### src/rtl/sisc_mem_pkg.sv
// Shared definitions for the memory access controller: state encoding,
// datapath width and the default REQ-phase timeout.
package sisc_mem_pkg;

    localparam int DATA_W          = 16;
    localparam int TIMEOUT_DEFAULT = 64;

    typedef enum logic [1:0] {
        IDLE = 2'b00,
        REQ  = 2'b01,
        DONE = 2'b10
    } state_e;

endpackage : sisc_mem_pkg

### src/rtl/mem_timeout_cnt.sv
// 8-bit wait counter for the REQ phase; flags expiry on the cycle whose
// increment would reach TIMEOUT_CYCLES.
module mem_timeout_cnt
    import sisc_mem_pkg::*;
#(
    parameter int TIMEOUT_CYCLES = TIMEOUT_DEFAULT
) (
    input  logic clk,
    input  logic rst,
    input  logic clr_i,
    input  logic inc_i,
    output logic expired_o
);

    logic [7:0] cnt_q, cnt_d;

    always_ff @(posedge clk) begin
        if (rst) begin
            cnt_q <= 8'd0;
        end else begin
            cnt_q <= cnt_d;
        end
    end

    always_comb begin
        cnt_d = cnt_q;
        if (clr_i) begin
            cnt_d = 8'd0;
        end else if (inc_i) begin
            cnt_d = cnt_q + 8'd1;
        end
    end

    // Expire on the ack-less cycle that brings the count up to the limit.
    assign expired_o = inc_i && (({1'b0, cnt_q} + 9'd1) == 9'(TIMEOUT_CYCLES));

endmodule : mem_timeout_cnt

### src/rtl/mem_access_ctrl.sv
// Load/store memory access controller (IDLE/REQ/DONE) with MDR.
// Optional REQ timeout enabled by defining MEM_TIMEOUT_EN.
module mem_access_ctrl
    import sisc_mem_pkg::*;
#(
    parameter int TIMEOUT_CYCLES = TIMEOUT_DEFAULT
) (
    input  logic              clk,
    input  logic              rst,
    input  logic              start,
    input  logic              we,
    input  logic [DATA_W-1:0] addr,
    input  logic [DATA_W-1:0] wdata,
    output logic              busy,
    output logic              done,
    output logic              err,
    output logic [DATA_W-1:0] mdr,
    output logic              mem_req,
    output logic              mem_we,
    output logic [DATA_W-1:0] mem_addr,
    output logic [DATA_W-1:0] mem_wdata,
    input  logic              mem_ack,
    input  logic [DATA_W-1:0] mem_rdata
);

    if (TIMEOUT_CYCLES < 1 || TIMEOUT_CYCLES > 255) begin : g_bad_timeout
        $error("mem_access_ctrl: TIMEOUT_CYCLES must be in 1..255");
    end

    state_e              state_q, state_d;
    logic                we_q, we_d;
    logic [DATA_W-1:0]   addr_q, addr_d;
    logic [DATA_W-1:0]   wdata_q, wdata_d;
    logic [DATA_W-1:0]   mdr_q, mdr_d;
    logic                tmo_expired;

`ifdef MEM_TIMEOUT_EN
    logic err_q;

    mem_timeout_cnt #(
        .TIMEOUT_CYCLES(TIMEOUT_CYCLES)
    ) u_timeout_cnt (
        .clk      (clk),
        .rst      (rst),
        .clr_i    (state_q != REQ),
        .inc_i    ((state_q == REQ) && !mem_ack),
        .expired_o(tmo_expired)
    );

    // err is registered on the REQ->DONE transition, so it is high only in DONE.
    always_ff @(posedge clk) begin
        if (rst) begin
            err_q <= 1'b0;
        end else begin
            err_q <= tmo_expired;
        end
    end

    assign err = err_q;
`else
    assign tmo_expired = 1'b0;
    assign err         = 1'b0;
`endif

    always_ff @(posedge clk) begin
        if (rst) begin
            state_q <= IDLE;
            we_q    <= 1'b0;
            addr_q  <= '0;
            wdata_q <= '0;
            mdr_q   <= '0;
        end else begin
            state_q <= state_d;
            we_q    <= we_d;
            addr_q  <= addr_d;
            wdata_q <= wdata_d;
            mdr_q   <= mdr_d;
        end
    end

    always_comb begin
        state_d = state_q;
        we_d    = we_q;
        addr_d  = addr_q;
        wdata_d = wdata_q;
        mdr_d   = mdr_q;
        case (state_q)
            IDLE: begin
                if (start) begin
                    state_d = REQ;
                    we_d    = we;
                    addr_d  = addr;
                    wdata_d = wdata;
                end
            end
            REQ: begin
                // Ack wins over a coincident timeout.
                if (mem_ack) begin
                    state_d = DONE;
                    if (!we_q) begin
                        mdr_d = mem_rdata;
                    end
                end else if (tmo_expired) begin
                    state_d = DONE;
                end
            end
            DONE: begin
                state_d = IDLE;
            end
            default: begin
                state_d = IDLE;
            end
        endcase
    end

    assign busy      = (state_q != IDLE);
    assign done      = (state_q == DONE);
    assign mem_req   = (state_q == REQ);
    assign mem_we    = (state_q == REQ) && we_q;
    assign mem_addr  = addr_q;
    assign mem_wdata = wdata_q;
    assign mdr       = mdr_q;

endmodule : mem_access_ctrl

### config.mk
export PLATFORM = sky130hd
export DESIGN_NAME = mem_access_ctrl
export DESIGN_NICKNAME = d
export VERILOG_FILES = /design/src/rtl/sisc_mem_pkg.sv /design/src/rtl/mem_timeout_cnt.sv /design/src/rtl/mem_access_ctrl.sv
export SDC_FILE = /design/constraint.sdc
export NUM_CORES = 1
export LEC_CHECK = 0
export ABC_AREA = 1
export CAP_MARGIN = 20
export CORE_MARGIN = 5
export CORE_UTILIZATION = 39
export CTS_CLUSTER_SIZE = 12
export DETAILED_ROUTE_END_ITERATION = 7
export PLACE_DENSITY = 0.77
export SLEW_MARGIN = 5
export SYNTH_ARGS = -nofsm -noshare
export SYNTH_HDL_FRONTEND = slang
export SYNTH_SLANG_ARGS = --single-unit
### constraint.sdc
create_clock -name clk -period 1.6 [get_ports clk]
set_clock_uncertainty 0.2 [all_clocks]
set_input_delay 0.48 -clock clk [delete_from_list [all_inputs] [get_ports clk]]
set_output_delay 0.48 -clock clk [all_outputs]
set_load 0.02 [all_outputs]
==> reports/metrics.cfg <==
[run_status]
status = complete, but fails checks
violations = setup timing

[cells_and_area]
drive_above_1_share = 0.220
postLayoutCellArea_sq_um = 3310
area_growth_pct = 51.0
antennaDiodeCount = 0
fin_cells = 486
nNetsFinal = 466

[clocking]
htreeDepth = 2
holdBufCountCts = 0
numCtsBuffers = 5
cts_root_buffer = clkbuf_8
clockBufferDepth = 2
clock_sinks = 51
cts_tree = done
clkSlewWorstSetupHoldPaths_ns = 0.09
insertion_delay_ns = 0.30

[critical_path]
path_max_fanout = 2
critPathRequiredTime_ns = 0.92
worstRegToRegCells = 7
cp.arrival_ns = 0.99
critical_path_class = flip-flop to output port
endpoint_kind = output port
start_kind = flip-flop

[sta]
finalCriticalPeriod_ns = 1.67
final-setup-viol-count = 4
hold_violations = 0
rsz0062_at_grt = true
fmax_ghz = 0.598
fin_ws_ns = -0.0728
slew_violations = 0
post-route-period-util = 1.05

[placed_design]
dp.cells = 477
postPlaceCellArea_sq_um = 3420
place_hpwl_mm = 4.24
gp_congestion = 0.767
portBuffers = 104

[global_route]
first_global_vias = 2156
grt_first_pass_wirelength_mm = 9.56
grt_max_degree = 34
grt_overflow = 0
track_usage = 0.162
antenna_found_initial = 0

[min_path]
whs_path_depth = 2
worstHoldPathType = flip-flop to flip-flop

[synth]
synth_cell_types = 17
synthCells = 302
yosys_warnings = 0
synth_seq_cells = 51
postSynthNetCount = 355
syn_area_sq_um = 2190
syn-mean-instance-area_sq_um = 7.25
seq_area_frac_synth = 0.466

[routing]
firstDrtPassIters = 4
drt_iter0_markers = 79
vias_per_cell = 4.51
drcViolationCount = 0
dr_total_vias = 2194
drt-total-wl_mm = 5.81
wl_per_cell_um = 11.9
ant_nets = 0

[floorplan]
std_cell_rows = 27
core_sq_um = 5470
start_util = 0.400
pin_count = 106
die_area_sq_um = 7210
die_h_um = 84.9
fp.dieW_um = 84.9

[job]
maxCapViolCount = 0

[pwr]
power.density_nw_per_um2 = 931
vdd_ir_drop_max_mv = 0.564
power.static_leakage_nw = 1.62

-- flip-flops by register name, summed over array words and instances, names as in the netlist --
name	cells
we_q	1
mem_addr	16
mdr	16
state_q	2
mem_wdata	16
-- cells by family (layout without fill, tap and decap cells) --
| group | Yosys count | after routing | share of synthesized area |
|---|---|---|---|
| simple gates | 208 | 208 | 0.437 |
| compound gates | 1 | 1 | 0.00228 |
| other cells | 1 | 1 | 0.00171 |
| flops | 51 | 51 | 0.466 |
| buf+inv | 41 | 153 | 0.0931 |
-- layer usage --
metal | global-route usage | vias to the layer above | share of wire
li1 | - | 1138 | -
met1 | 0.171 | 980 | 0.40
met2 | 0.302 | 66 | 0.51
met3 | 0.0379 | 10 | 0.059
met4 | 0.0763 | 0 | 0.023
met5 | 0 | - | 0
-- metrics by stage --
stage                     power [mW]  setup WS [ns]  utilization  hold WS, ns  setup TNS, ns
after floorplan                 1.87         0.0928            -        0.290              0
after global routing            3.24         -0.112        0.604        0.307         -0.396
after CTS                       3.14        -0.0795        0.631        0.289         -0.233
after global placement          2.29         -0.286        0.625        0.262          -9.50
final                           3.08        -0.0728        0.604        0.282         -0.181
after detailed placement        2.31         -0.296        0.625        0.271         -10.42
-- worst paths after layout --
path | from | to | slack, ns
worst max-delay path | state_q[1] | mem_req | -0.07
worst min-delay path | mem_wdata[13] | mem_wdata[13] | 0.28
worst max register to register | state_q[1] | mem_wdata[2] | 0.13
worst min register to register | mem_wdata[13] | mem_wdata[13] | 0.28
-- cells in the mapped netlist --
cell type / n / area [sq um]
inv_2: 2 / 7.51
nor2_1: 100 / 375
buf_1: 6 / 22.5
buf_2: 7 / 35.0
conb_1: 1 / 3.75
nand2_2: 2 / 12.5
a21oi_1: 1 / 5.00
nor2_4: 3 / 33.8
nor2_2: 1 / 6.26
inv_1: 20 / 75.1
dfxtp_1: 51 / 1020
nor3_1: 1 / 5.00
buf_4: 1 / 7.51
nand2_1: 52 / 195
nand3b_1: 33 / 248
buf_6: 5 / 56.3
nand3_1: 16 / 80.1
-- report_power, final --
group / switching [mW] / total, mW / internal, mW
logic: 0.407 / 0.768 / 0.361
registers: 0.0472 / 1.42 / 1.37
clock network: 0.428 / 0.894 / 0.466
total: 0.882 / 3.08 / 2.19
-- final cells by class --
type	count	area (sq um)
Inverter	22	82.6
Fill cell	567	2170
Clock inverter	3	43.8
Clock buffer	5	68.8
Multi-Input combinational cell	210	967
Timing Repair Buffer	123	1030
Sequential cell	51	1030
Tap cell	72	90.1
-- timing repair --
item / in CTS / in global routing
buffers inserted: 1 / 0
endpoints found under the setup margin: 52 / 28
resized for setup: 194 / 25
pin swaps: 2 / 0
-- critical path, cell delays in order (launching register included) --
cell,delay [ns]
dfxtp_2,0.34
buf_6,0.11
nor2_4,0.10
buf_6,0.13
-- placed cells by master, fill, tap and decap left out --
cell type	count
nor2_1	99
nand2_1	52
clkdlybuf4s50_1	52
dfxtp_1	49
buf_2	48
nand3b_1	33
inv_1	19
nand3_1	16
buf_4	14
buf_12	7
clkbuf_8	5
inv_2	3
nor2_4	3
nand2_2	2
nor2_2	2
buf_6	2
a21oi_1	1
nor3_1	1
conb_1	1
clkinv_2	1
clkinv_4	1
bufinv_16	1
dfxtp_4	1
dfxtp_2	1
Note: power is estimated with default switching activity, not from simulation.
